--- src/rtl/dmac_pkg.sv ---
// dmac_pkg: shared constants for the single-channel DMA transfer sequencer.
// FSM encoding, config map, CTRL bit positions and word stride.
package dmac_pkg;

  localparam int DMAC_DATA_W = 32;
  localparam int DMAC_CNT_W  = 16;

  localparam logic [2:0] ST_IDLE = 3'd0;
  localparam logic [2:0] ST_REQ  = 3'd1;
  localparam logic [2:0] ST_RD   = 3'd2;
  localparam logic [2:0] ST_CAP  = 3'd3;
  localparam logic [2:0] ST_WR   = 3'd4;
  localparam logic [2:0] ST_DONE = 3'd5;

  localparam logic [1:0] CFG_SRC  = 2'd0;
  localparam logic [1:0] CFG_DST  = 2'd1;
  localparam logic [1:0] CFG_SIZE = 2'd2;
  localparam logic [1:0] CFG_CTRL = 2'd3;

  localparam int CTRL_START   = 0;
  localparam int CTRL_IRQ_CLR = 1;

  localparam int WORD_BYTES = 4;

endpackage

--- src/rtl/dmac_xfer_ctrl_if.sv ---
// dmac_bus_if: shared master bus between the DMA sequencer and the arbiter.
// master = DMA side, slave = arbiter/memory side.
interface dmac_bus_if #(
  parameter int DATA_W = 32
);
  logic              m_req;
  logic              m_grant;
  logic              m_wr;
  logic [DATA_W-1:0] m_addr;
  logic [DATA_W-1:0] m_dout;
  logic [DATA_W-1:0] m_din;

  modport master (
    output m_req, m_wr, m_addr, m_dout,
    input  m_grant, m_din
  );

  modport slave (
    input  m_req, m_wr, m_addr, m_dout,
    output m_grant, m_din
  );
endinterface

--- src/rtl/dmac_cfg_regs.sv ---
// dmac_cfg_regs: SRC/DST/SIZE config words.
// Writes land only when the caller's enable says the channel is idle.
module dmac_cfg_regs
  import dmac_pkg::*;
#(
  parameter int DATA_W = DMAC_DATA_W,
  parameter int CNT_W  = DMAC_CNT_W
) (
  input  logic              clk,
  input  logic              reset_n,
  input  logic              wr_en,
  input  logic [1:0]        addr,
  input  logic [DATA_W-1:0] wdata,
  output logic [DATA_W-1:0] src_o,
  output logic [DATA_W-1:0] dst_o,
  output logic [CNT_W-1:0]  size_o
);

  logic [DATA_W-1:0] src_q, src_d;
  logic [DATA_W-1:0] dst_q, dst_d;
  logic [CNT_W-1:0]  size_q, size_d;

  always_comb begin
    src_d  = src_q;
    dst_d  = dst_q;
    size_d = size_q;
    unique case (1'b1)
      wr_en && (addr == CFG_SRC):  src_d  = wdata;
      wr_en && (addr == CFG_DST):  dst_d  = wdata;
      wr_en && (addr == CFG_SIZE): size_d = wdata[CNT_W-1:0];
      default: ;
    endcase
  end

  always_ff @(posedge clk or negedge reset_n) begin
    if (!reset_n) begin
      src_q  <= '0;
      dst_q  <= '0;
      size_q <= '0;
    end else begin
      src_q  <= src_d;
      dst_q  <= dst_d;
      size_q <= size_d;
    end
  end

  assign src_o  = src_q;
  assign dst_o  = dst_q;
  assign size_o = size_q;

endmodule

--- src/rtl/dmac_xfer_ctrl.sv ---
// dmac_xfer_ctrl: single-channel DMA sequencer, read-then-write word copy
// over the shared master bus, with a sticky completion interrupt.
module dmac_xfer_ctrl
  import dmac_pkg::*;
#(
  parameter int DATA_W = DMAC_DATA_W,
  parameter int CNT_W  = DMAC_CNT_W
) (
  input  logic              clk,
  input  logic              reset_n,
  input  logic              cfg_we,
  input  logic [1:0]        cfg_addr,
  input  logic [DATA_W-1:0] cfg_wdata,
  dmac_bus_if.master        bus,
  output logic              busy,
  output logic              done_irq
);

  logic [2:0]        state_q, state_d;
  logic [DATA_W-1:0] src_cnt_q, src_cnt_d;
  logic [DATA_W-1:0] dst_cnt_q, dst_cnt_d;
  logic [CNT_W-1:0]  rem_q, rem_d;
  logic [DATA_W-1:0] data_q, data_d;
  logic              irq_q, irq_d;

  logic [DATA_W-1:0] cfg_src, cfg_dst;
  logic [CNT_W-1:0]  cfg_size;
  logic              is_idle, ctrl_wr, start, irq_clr;

  assign is_idle = (state_q == ST_IDLE);
  assign ctrl_wr = cfg_we && (cfg_addr == CFG_CTRL);
  assign start   = ctrl_wr && cfg_wdata[CTRL_START] && is_idle;
  assign irq_clr = ctrl_wr && cfg_wdata[CTRL_IRQ_CLR];

  dmac_cfg_regs #(
    .DATA_W (DATA_W),
    .CNT_W  (CNT_W)
  ) u_cfg (
    .clk     (clk),
    .reset_n (reset_n),
    .wr_en   (cfg_we && is_idle),
    .addr    (cfg_addr),
    .wdata   (cfg_wdata),
    .src_o   (cfg_src),
    .dst_o   (cfg_dst),
    .size_o  (cfg_size)
  );

  always_comb begin
    state_d   = state_q;
    src_cnt_d = src_cnt_q;
    dst_cnt_d = dst_cnt_q;
    rem_d     = rem_q;
    data_d    = data_q;
    case (state_q)
      ST_IDLE: begin
        if (start) begin
          src_cnt_d = cfg_src;
          dst_cnt_d = cfg_dst;
          rem_d     = cfg_size;
          state_d   = (cfg_size == '0) ? ST_DONE : ST_REQ;
        end
      end
      ST_REQ: begin
        if (bus.m_grant) state_d = ST_RD;
      end
      ST_RD: begin
        state_d = bus.m_grant ? ST_CAP : ST_REQ;
      end
      ST_CAP: begin
        data_d  = bus.m_din;
        state_d = ST_WR;
      end
      // grant is not sampled here: a captured word is always written back
      ST_WR: begin
        src_cnt_d = src_cnt_q + DATA_W'(WORD_BYTES);
        dst_cnt_d = dst_cnt_q + DATA_W'(WORD_BYTES);
        rem_d     = rem_q - CNT_W'(1);
        state_d   = (rem_q == CNT_W'(1)) ? ST_DONE : ST_RD;
      end
      ST_DONE: state_d = ST_IDLE;
      default: state_d = ST_IDLE;
    endcase
  end

  // a set from DONE overrides a clear landing in the same cycle
  always_comb begin
    irq_d = irq_q;
    if (irq_clr) irq_d = 1'b0;
    if (state_q == ST_DONE) irq_d = 1'b1;
  end

  always_ff @(posedge clk or negedge reset_n) begin
    if (!reset_n) begin
      state_q   <= ST_IDLE;
      src_cnt_q <= '0;
      dst_cnt_q <= '0;
      rem_q     <= '0;
      data_q    <= '0;
      irq_q     <= 1'b0;
    end else begin
      state_q   <= state_d;
      src_cnt_q <= src_cnt_d;
      dst_cnt_q <= dst_cnt_d;
      rem_q     <= rem_d;
      data_q    <= data_d;
      irq_q     <= irq_d;
    end
  end

  always_comb begin
    bus.m_req  = 1'b0;
    bus.m_wr   = 1'b0;
    bus.m_addr = '0;
    bus.m_dout = '0;
    case (state_q)
      ST_REQ: bus.m_req = 1'b1;
      ST_RD: begin
        bus.m_req  = 1'b1;
        bus.m_addr = src_cnt_q;
      end
      ST_CAP: bus.m_req = 1'b1;
      ST_WR: begin
        bus.m_req  = 1'b1;
        bus.m_wr   = 1'b1;
        bus.m_addr = dst_cnt_q;
        bus.m_dout = data_q;
      end
      default: ;
    endcase
  end

  assign busy     = !is_idle;
  assign done_irq = irq_q;

endmodule

--- src/flat_wrapper.sv ---
// flat-port wrapper written by rule: the top's interface ports become plain ports
module dmac_xfer_ctrl_flat import dmac_pkg::*;
#(
  parameter int DATA_W = DMAC_DATA_W,
  parameter int CNT_W  = DMAC_CNT_W
)
  (clk, reset_n, cfg_we, cfg_addr, cfg_wdata, busy, done_irq, bus_m_req, bus_m_wr, bus_m_addr, bus_m_dout, bus_m_grant, bus_m_din);
  dmac_bus_if #(.DATA_W(DATA_W)) bus_i ();
  input  logic clk;
  input  logic reset_n;
  input  logic cfg_we;
  input  logic [1:0] cfg_addr;
  input  logic [DATA_W-1:0] cfg_wdata;
  output logic busy;
  output logic done_irq;
  output wire logic [$bits(bus_i.m_req)-1:0] bus_m_req;
  output wire logic [$bits(bus_i.m_wr)-1:0] bus_m_wr;
  output wire logic [$bits(bus_i.m_addr)-1:0] bus_m_addr;
  output wire logic [$bits(bus_i.m_dout)-1:0] bus_m_dout;
  input wire logic [$bits(bus_i.m_grant)-1:0] bus_m_grant;
  input wire logic [$bits(bus_i.m_din)-1:0] bus_m_din;
  assign bus_m_req = bus_i.m_req;
  assign bus_m_wr = bus_i.m_wr;
  assign bus_m_addr = bus_i.m_addr;
  assign bus_m_dout = bus_i.m_dout;
  assign bus_i.m_grant = bus_m_grant;
  assign bus_i.m_din = bus_m_din;
  dmac_xfer_ctrl #(.DATA_W(DATA_W), .CNT_W(CNT_W)) u_core (.clk(clk), .reset_n(reset_n), .cfg_we(cfg_we), .cfg_addr(cfg_addr), .cfg_wdata(cfg_wdata), .bus(bus_i), .busy(busy), .done_irq(done_irq));
endmodule
--- config.mk ---
export PLATFORM = sky130hd
export DESIGN_NAME = dmac_xfer_ctrl_flat
export DESIGN_NICKNAME = d
export VERILOG_FILES = /design/src/rtl/dmac_pkg.sv /design/src/rtl/dmac_xfer_ctrl_if.sv /design/src/rtl/dmac_cfg_regs.sv /design/src/rtl/dmac_xfer_ctrl.sv /design/src/flat_wrapper.sv
export SDC_FILE = /design/constraint.sdc
export NUM_CORES = 1
export LEC_CHECK = 0
export ABC_AREA = 1
export CAP_MARGIN = 20
export CORE_MARGIN = 3
export CORE_UTILIZATION = 55
export DETAILED_ROUTE_END_ITERATION = 10
export PLACE_DENSITY = 0.8
export SLEW_MARGIN = 20
export SYNTH_ARGS = -nofsm -noshare
export SYNTH_HDL_FRONTEND = slang
export SYNTH_SLANG_ARGS = --single-unit
--- constraint.sdc ---
create_clock -name clk -period 2.3 [get_ports clk]
set_clock_uncertainty 0.2 [all_clocks]
set_input_delay 0.575 -clock clk [delete_from_list [all_inputs] [get_ports clk]]
set_output_delay 0.575 -clock clk [all_outputs]
set_load 0.02 [all_outputs]
==> flow_summary.json, run 1 <==
{
  "status": "finished, violations left",
  "violations": "setup timing",
  "wl_met3_um": 2257,
  "power.share.sequential_pct": 40.5,
  "crit_buf_inv": 2,
  "r2r_end": "u_core.rem_q[9]",
  "cts.clk_slew.worst_paths_ns": 0.07,
  "worstMarginPinSlew_ns": 0.5809,
  "port_buffers": 137,
  "hold_violations": 0,
  "overflow": 0,
  "utilization_pct": 71.62,
  "cp.arrival_ns": 1.71,
  "leakage_uw": 0.006388,
  "crit_chain": "nor2_4 > nand2_4 > buf_12 > o22ai_2 > buf_6",
  "dpl_cell_area_um2": 12720,
  "slew_violations": 0,
  "comb_power_share_pct": 40.3,
  "drt-pass1-iter-count": 6,
  "fin_area_um2": 13440,
  "reg2reg_depth": 10,
  "wl_met1_um": 12990,
  "drive_gt1_share_pct": 15.72,
  "fin_hold_ws_ns": 0.2889,
  "slowest_delay_ns": 0.43,
  "drt_iter0_drc": 1160,
  "die_h_um": 144.6,
  "drtAntennaViolNets": 0,
  "row_count": 50,
  "cap_violations": 0,
  "tritoncts": "done",
  "startpoint": "u_core.state_q[1]",
  "start_kind": "flip-flop",
  "synth_common_cells": "nand2_1, inv_1, dfrtp_1",
  "ys_dominant_reg_cell": "dfrtp_1",
  "timing.critical_path.to": "bus_m_addr[16]",
  "routedWlPerCell_um": 17.11,
  "yosysTopAreaCell": "dfrtp_1",
  "nNetsFinal": 1679,
  "synth-async-reset-ratio_pct": 100.0,
  "post-route-period-util_pct": 108.1,
  "pin_count": 138,
  "p_clk_share_pct": 19.2,
  "critical_path.top_delay_family": "flip-flops",
  "critPathMaxFanout": 36,
  "first_global_vias": 10070,
  "highest_layer": "met4",
  "hpwl_um": 22740,
  "swShare_pct": 40.43,
  "drt_wl_total_um": 31650,
  "synth_seq_cells": 196,
  "dp_cells": 1814,
  "finalSetupViolations": 66,
  "cp.required_ns": 1.52,
  "synth_edf_count": 0,
  "finalSetupTns_ns": -5.953,
  "cts_root_buf": "clkbuf_16",
  "synthCells": 1422,
  "syn_nets": 1496,
  "clk_path_buf_depth": 2,
  "yosysTopAreaCellShare_pct": 46.42,
  "grt_usage_pct": 30.32,
  "power.ir.vdd_worst_uv": 809.3,
  "internal_power_uw": 9138,
  "period_needed_ns": 2.487,
  "gp_congestion": 0.9661,
  "synthTopCellsByArea": "dfrtp_1, nand2_1, o21ai_0",
  "syn_to_final_growth_pct": 27.23,
  "avgSynthCellArea_um2": 7.430,
  "antenna_cells": 0,
  "netlist_area_um2": 10570,
  "clock_latency_ns": 0.43,
  "timing.fmax_mhz": 402.1,
  "stdcell_count": 1850,
  "grt_max_degree": 65,
  "ys_seq_area_share_pct": 46.42,
  "powerDensity_nw_per_um2": 1141,
  "critPathKind": "reg -> out",
  "rsz0062_at_grt": "true",
  "yosysMostFrequentCell": "nand2_1",
  "die_area_um2": 20910,
  "via_count": 10510,
  "synth.distinct_cells": 35,
  "synth_warnings": 0,
  "setup_slack_ns": -0.1868,
  "crit_slowest_cell": "dfrtp_1",
  "worst-path-stages": 5,
  "switchingPower_uw": 6203,
  "relSlewSlack_pct": 61.13,
  "cts.sinks": 196,
  "chipWidth_um": 144.6,
  "grt_pass1_wl_um": 50060,
  "h-tree-depth": 4,
  "start_util_pct": 56.29,
  "r2r_slack_ns": 0.08,
  "worstReg2RegStart": "u_core.state_q[1]",
  "vias_per_cell": 5.681,
  "wl_met2_um": 15300,
  "cp-end-kind": "output port",
  "antenna_found_initial": 0,
  "route.detailed.drc": 0,
  "cts-buffers-inserted": 17,
  "hold_class": "reg -> reg",
  "core_um2": 18770
}
## logic make-up (layout without fill, tap and decap cells)
logic type                 after synthesis  count (layout)  synth area share (%)
AOI/OAI and AO/OA                      264             264                 13.51
xor gates and xnor gates                10              10                0.8290
adders and majority gates                4               4                0.4737
buffers and inverters                  277             471                 10.81
DFF                                    196             196                 46.42
muxes                                   23              23                 2.451
and+or+nand+nor                        648             648                 25.50
## cell type report
cell class | count | area [um^2]
multi-input cells | 949 | 4711
flip-flops and latches | 196 | 4906
clock buffers | 18 | 439.2
well taps | 234 | 292.8
repair buffers | 228 | 2162
clock inverters | 12 | 128.9
fillers | 1494 | 5326
inverters | 213 | 802.0
## metrics by stage
step	worst slack, ns	power, uW
floorplan	0.03829	9657
global placement	-0.3465	11730
detailed placement	-0.3711	11980
CTS	-0.1942	15130
global route	-0.2262	16400
finish	-0.1868	15340
## state kept, by name, summed over array words and instances, names as in the netlist
register and flops:
u_core.u_cfg.size_o 16, u_core.u_cfg.src_o 32, u_core.u_cfg.dst_o 32, u_core.dst_cnt_q 32
u_core.data_q 32, u_core.rem_q 16, u_core.state_q 3, u_core.src_cnt_q 32
u_core.done_irq 1
## worst reg2reg max path: stages, from the launching register on
cell and delay [ns]:
dfrtp_1 0.43, nor2_4 0.16, nand2_4 0.09, inv_4 0.13, buf_4 0.14, buf_4 0.27, nand2_1 0.16, o21ai_0 0.26
o21ai_0 0.13, nand2_1 0.07, o211ai_1 0.07
## how the worst min path moves through the flow
stage | start | to | cells after the start
after floorplan | reset_n | u_core.data_q[0] | 0
after global routing | u_core.dst_cnt_q[0] | u_core.dst_cnt_q[0] | 2
after global placement | u_core.src_cnt_q[1] | u_core.src_cnt_q[1] | 2
final | u_core.dst_cnt_q[0] | u_core.dst_cnt_q[0] | 2
after detailed placement | u_core.src_cnt_q[1] | u_core.src_cnt_q[1] | 2
after CTS | u_core.dst_cnt_q[0] | u_core.dst_cnt_q[0] | 2
## power by group through the flow
stage                     registers (uW)  logic (uW)  clock network (uW)
final                               6210        6180                2950
after global routing                6380        6880                3130
after CTS                           6160        5990                2980
after detailed placement            6210        5770                   0
after global placement              6150        5580                   0
after floorplan                     5940        3720                   0
## layer usage
layer  GRT usage, %  up-vias
met3          5.390       89
li1               -     4945
met1          40.35     4987
met2          49.38      488
met5              0        -
met4          12.22        0
## placed cells by master, fill, tap and decap left out, types with 4 or more instances in the layout
master,count
buf_4,119
o21ai_1,5
o221ai_1,8
nand3_1,108
a21oi_1,43
inv_1,208
nor2_2,5
mux2_2,23
inv_2,4
buf_12,15
o22ai_2,16
clkdlybuf4s50_1,69
clkbuf_16,17
o21ai_0,158
dfrtp_1,195
o211ai_1,6
o22ai_1,13
nor2_1,179
buf_6,19
nor3_1,14
nand2_1,305
xor2_1,10
ha_1,4
nand4_1,24
clkinv_2,5
## what timing repair did
item / 4_1_cts / 5_1_grt
buffers inserted: 3 / 2
resized for setup: 379 / 24
endpoints found under the hold margin: 41 / 0
endpoints found under the setup margin: 67 / 69
hold buffers: 1 / 0
pin swaps: 1 / 1
Power figures use the tool's default switching activity.
==> run 2: changes to the inputs <==
GPL_TIMING_DRIVEN = 0   (was not set)
==> run 2 against run 1 <==
The flow still finishes with violations (setup timing). Hold slack better by 0.014 ns. Core utilization grew 3.8 points. Sequential power increased by 1%. Design area rose by 5.4%. Flip-flop and latch count unchanged. Cell count is 0.65% higher. Die area is the same. Clock power increased by 4%. Maximum frequency is 8.3% lower. Global-route usage increased by 5.5 points. Power increased by 5.8%. Sequential share of layout area is 1.8 points lower. Largest power group is now combinational logic. Highest routed layer unchanged.
==> flow_summary.json, run 2 (same netlist as run 1, synthesis figures left out) <==
{
  "status": "finished, violations left",
  "violations": "setup timing",
  "cp.arrival_ns": 1.94,
  "worstHoldStart": "u_core.dst_cnt_q[1]",
  "hpwl_um": 25730,
  "critPathKind": "reg -> out",
  "chipWidth_um": 144.6,
  "critPathMaxFanout": 10,
  "cp.required_ns": 1.52,
  "power_uw": 16230,
  "r2r_slack_ns": 0.03,
  "relSlewSlack_pct": 33.64,
  "hold_depth": 2,
  "routedWlPerCell_um": 20.66,
  "core_um2": 18770,
  "finalSetupViolations": 66,
  "cts.clk_slew.worst_paths_ns": 0.08,
  "nNetsFinal": 1689,
  "drive_gt1_share_pct": 18.80,
  "cts_root_buf": "clkbuf_16",
  "slew_violations": 0,
  "die_area_um2": 20910,
  "fill_cells": 1320,
  "reg2reg_depth": 10,
  "dp_slack_ns": -0.8865,
  "gp_congestion": 0.9852,
  "grt_max_degree": 87,
  "first_global_vias": 10740,
  "final_cell_mix": "nand2_1, inv_1, dfrtp_1",
  "grt_usage_pct": 35.84,
  "drt_iter0_drc": 1431,
  "port_buffers": 137,
  "drt_wl_total_um": 38460,
  "grt_pass1_wl_um": 57080,
  "pin_count": 138,
  "hold_violations": 0,
  "worstReg2RegStart": "u_core.dst_cnt_q[5]",
  "drt-pass1-iter-count": 9,
  "cts.sinks": 196,
  "rsz0062_at_grt": "true",
  "leakage_uw": 0.006474,
  "antenna_found_initial": 0,
  "vias_per_cell": 6.064,
  "timing.fmax_mhz": 368.6,
  "clk_path_buf_depth": 2,
  "route.detailed.drc": 0,
  "syn_to_final_growth_pct": 34.05,
  "worstMarginPinSlew_ns": 0.9879,
  "hold_class": "reg -> reg",
  "period_needed_ns": 2.713,
  "start_kind": "flip-flop",
  "cap_violations": 0,
  "antenna_cells": 0,
  "layout_commonest_cell": "nand2_1",
  "drtAntennaViolNets": 0,
  "setup_slack_ns": -0.4127,
  "clock_latency_ns": 0.45,
  "cp-end-kind": "output port",
  "via_count": 11290,
  "power.ir.vdd_worst_uv": 724.6,
  "post-route-period-util_pct": 117.9,
  "r2r_end": "u_core.dst_cnt_q[23]",
  "tritoncts": "done",
  "row_count": 50,
  "h-tree-depth": 4,
  "fin_hold_ws_ns": 0.3025,
  "hold_path_end": "u_core.dst_cnt_q[1]",
  "powerDensity_nw_per_um2": 1146,
  "cts-buffers-inserted": 17,
  "overflow": 0,
  "start_util_pct": 56.29,
  "die_h_um": 144.6
}
==> run 2: cell types whose count changed in the layout (fill, tap and decap cells not counted), moves of 10 or more <==
cell / before / now
o22ai_4: 3 / 20
buf_6: 19 / 70
nor2_1: 179 / 148
o21ai_0: 158 / 148
nor2_4: 2 / 25
buf_4: 119 / 40
clkbuf_2: 0 / 11
==> run 2: what timing repair did <==
action	in CTS	in global routing
pin swaps	3	7
resized for setup	544	88
setup endpoints to repair	74	161
setup buffers	13	18
gates cloned	2	2
hold buffers	1	0
hold endpoints to repair	53	0
==> run 2: worst max-delay path by stage <==
stage | startpoint | end | slack (ns) | depth (start not counted)
2_1_floorplan | u_core.state_q[0] | bus_m_addr[10] | 0.04 | 6
3_3_place_gp | reset_n | u_core.done_irq | -7.83 | 1
3_5_place_dp | u_core.state_q[0] | bus_m_addr[13] | -0.89 | 8
4_1_cts | u_core.state_q[1] | bus_m_addr[4] | -0.34 | 7
5_1_grt | u_core.state_q[0] | bus_m_dout[22] | -0.45 | 8
6_report | u_core.state_q[0] | bus_m_dout[22] | -0.41 | 8
==> run 2: per-stage QoR <==
stage,setup TNS (ns),cells,cell area [um^2],util [%]
floorplan,0,1422,10570,-
global placement,-1609.26,1793,12230,65.16
detailed placement,-84.47,1795,12290,65.48
CTS,-19.61,1843,13710,73.03
global route,-24.11,1862,14160,75.46
finish,-21.98,1862,14160,75.46
==> run 2: cell type report <==
cell class	count	area (um^2)	share of cell area (%)
buffer	63	570.5	4.029
sequential	196	4908	34.66
multi-input combinational	949	5107	36.06
clock buffer	17	425.4	3.004
clock inverter	15	168.9	1.193
tap	234	292.8	2.067
inverter	213	802.0	5.663
timing repair buffer	175	1887	13.32
==> run 2: layer usage <==
metal / share of wire, % / global-route usage (%) / vias up
li1: - / - / 4986
met1: 37 / 47.62 / 5366
met2: 46 / 55.77 / 773
met3: 11 / 7.771 / 166
met4: 5.7 / 17.77 / 0
met5: 0 / 0 / -
==> run 2: power breakdown <==
| part | switching [uW] | total, uW | internal [uW] | leakage [uW] |
|---|---|---|---|---|
| combinational | 4350 | 6850 | 2500 | 0.00386 |
| sequential | 1180 | 6300 | 5120 | 0.00233 |
| clock | 1540 | 3080 | 1550 | 0.000286 |
==> run 2: worst max-delay path, stage by stage, from the launching register on <==
cell and delay, ns:
dfrtp_2 0.44, nor2_4 0.14, nand2_4 0.08, buf_8 0.14, buf_12 0.12, buf_12 0.14
buf_12 0.15, nor2_2 0.14, buf_6 0.14
==> run 3: changes to the inputs <==
--- a/config.mk
+++ b/config.mk
@@ -8,5 +8,4 @@
 export ABC_AREA = 1
 export CAP_MARGIN = 20
-export CORE_MARGIN = 3
 export CORE_UTILIZATION = 55
 export DETAILED_ROUTE_END_ITERATION = 10
==> constraint.sdc (replaced) <==
create_clock -name clk -period 2.3 [get_ports clk]
set_clock_uncertainty 0.2 [all_clocks]
set_input_delay 0.23 -clock clk [delete_from_list [all_inputs] [get_ports clk]]
set_output_delay 0.23 -clock clk [all_outputs]
set_load 0.02 [all_outputs]
==> run 3 against run 2 <==
The flow still finishes with violations (setup timing). First-iteration DRC count is 17% higher. Design area is 3.9% lower. Register-to-register slack worse by 0.06 ns. Critical endpoint is now bus_m_addr[12]. Highest routed layer unchanged.
==> flow_summary.json, run 3 (same netlist as run 1, synthesis figures left out) <==
{
  "core_um2": 18770,
  "use_met2_pct": 60.08,
  "p_clk_share_pct": 19.7,
  "swShare_pct": 43.44,
  "drive_gt1_share_pct": 15.51,
  "grt_pass1_wl_um": 56350,
  "dp_slack_ns": -0.5281,
  "drt_iter0_drc": 1673,
  "overflow": 0,
  "status": "finished, violations left",
  "crit_chain": "nor2_4 > nand2_4 > buf_8 > buf_12 > buf_12 > o22ai_4 > buf_6",
  "cap_violations": 0,
  "h-tree-depth": 4,
  "first_global_vias": 10630,
  "slew_violations": 0,
  "cp.required_ns": 1.87,
  "dpl_cell_area_um2": 12290,
  "drt_wl_total_um": 37240,
  "stdcell_count": 1846,
  "cp.arrival_ns": 1.93,
  "pin_count": 138,
  "crit_slowest_cell": "dfrtp_2",
  "final_cell_mix": "nand2_1, inv_1, dfrtp_1",
  "start_kind": "flip-flop",
  "post-route-period-util_pct": 102.7,
  "fin_area_um2": 13610,
  "clock_latency_ns": 0.45,
  "cts_root_buf": "clkbuf_16",
  "internal_power_uw": 9012,
  "die_area_um2": 19770,
  "syn_to_final_growth_pct": 28.85,
  "path_common_cell": "buf_12",
  "switchingPower_uw": 6922,
  "utilization_pct": 72.53,
  "worstMarginPinSlew_ns": 1.042,
  "worstReg2RegStart": "u_core.state_q[1]",
  "drt-pass1-iter-count": 6,
  "hpwl_um": 25690,
  "r2r_end": "u_core.src_cnt_q[28]",
  "gp_congestion": 1.003,
  "routedWlPerCell_um": 20.17,
  "leakage_uw": 0.006296,
  "setup_slack_ns": -0.06105,
  "chipWidth_um": 140.6,
  "die_h_um": 140.6,
  "route.detailed.drc": 0,
  "port_buffers": 137,
  "comb_power_share_pct": 40.8,
  "power.ir.vdd_worst_uv": 773.3,
  "timing.fmax_mhz": 423.5,
  "drtAntennaViolNets": 0,
  "met3_usage_pct": 7.439,
  "period_needed_ns": 2.361,
  "layout_commonest_cell": "nand2_1",
  "cts-buffers-inserted": 17,
  "antenna_cells": 0,
  "dp_cells": 1795,
  "grt_max_degree": 87,
  "power_uw": 15930,
  "clk_path_buf_depth": 2,
  "r2r_slack_ns": -0.03,
  "finalSetupViolations": 26,
  "via_count": 11050,
  "cts.clk_slew.worst_paths_ns": 0.08,
  "cp-end-kind": "output port",
  "violations": "setup timing",
  "vias_per_cell": 5.986,
  "critPathKind": "reg -> out",
  "critPathMaxFanout": 10,
  "rsz0062_at_grt": "true",
  "nNetsFinal": 1673,
  "grt_usage_pct": 37.80,
  "reg2reg_depth": 8,
  "cts.sinks": 196,
  "row_count": 50,
  "tritoncts": "done",
  "hold_violations": 0,
  "relSlewSlack_pct": 30.03,
  "top_usage_layer": "met2",
  "gr-usage-met1_pct": 48.42,
  "antenna_found_initial": 0,
  "start_util_pct": 56.29,
  "powerDensity_nw_per_um2": 1170,
  "power.share.sequential_pct": 39.6,
  "hold_class": "in -> async",
  "slowest_delay_ns": 0.44
}
## run 3: cell count changes in the layout (fill, tap and decap cells not counted), sizes merged
cell           delta
buf              -20
clkbuf            +2
clkdlybuf4s50     +2
clkinv            -2
inv               +2
dlygate4sd2       +1
dlymetal6s2s      -1
## run 3: cell type report
class | count | area, um^2
Clock inverter | 15 | 185.2
Fill cell | 1472 | 5155
Buffer | 64 | 505.5
Multi-Input combinational cell | 949 | 4957
Inverter | 213 | 802.0
Timing Repair Buffer | 158 | 1539
Sequential cell | 196 | 4906
Tap cell | 234 | 292.8
Clock buffer | 17 | 425.4
## run 3: worst max-delay path by stage
stage                            from               end  slack [ns]
floorplan           u_core.state_q[0]    bus_m_addr[10]        0.38
global placement              reset_n  u_core.data_q[7]       -7.52
detailed placement  u_core.state_q[1]    bus_m_addr[13]       -0.53
CTS                 u_core.state_q[1]    bus_m_addr[20]       0.002
global route        u_core.state_q[1]    bus_m_addr[23]       -0.09
finish              u_core.state_q[1]    bus_m_addr[12]       -0.06
## run 3: worst max-delay path: cells and delay by family, from the launching register on
| kind | cells | cell delay (ns) |
|---|---|---|
| flops | 1 | 0.44 |
| compound gates | 1 | 0.19 |
| simple gates | 2 | 0.23 |
| buf+inv | 4 | 0.62 |
## run 3: timing repair
item | 4_1_cts | 5_1_grt
hold endpoints to repair | 196 | 0
hold buffers | 1 | 0
buffers inserted | 9 | 7
setup endpoints to repair | 71 | 121
pin swaps | 2 | 3
resized for setup | 372 | 116
cloned | 1 | 1
## run 3: stage by stage
stage / setup TNS (ns) / hold WS [ns]
6_report: -0.6627 / 0.05175
5_1_grt: -1.865 / 0.09092
3_5_place_dp: -21.21 / -0.06915
4_1_cts: 0 / 0.06086
2_1_floorplan: 0 / -0.2656
3_3_place_gp: -1489.09 / 0.2682
## run 3: metal layers
metal | routed length, um | up-vias
li1 | - | 4941
met1 | 13870 | 5198
met2 | 17090 | 741
met3 | 4065 | 170
met4 | 2222 | 0
met5 | 0 | -
## run 3: power groups by stage
stage | clock network (uW) | logic, uW | registers (uW)
global placement | 0 | 5300 | 6230
global route | 3240 | 7120 | 6450
detailed placement | 0 | 5490 | 6270
CTS | 3120 | 5880 | 6220
finish | 3130 | 6500 | 6300
floorplan | 0 | 3720 | 5940
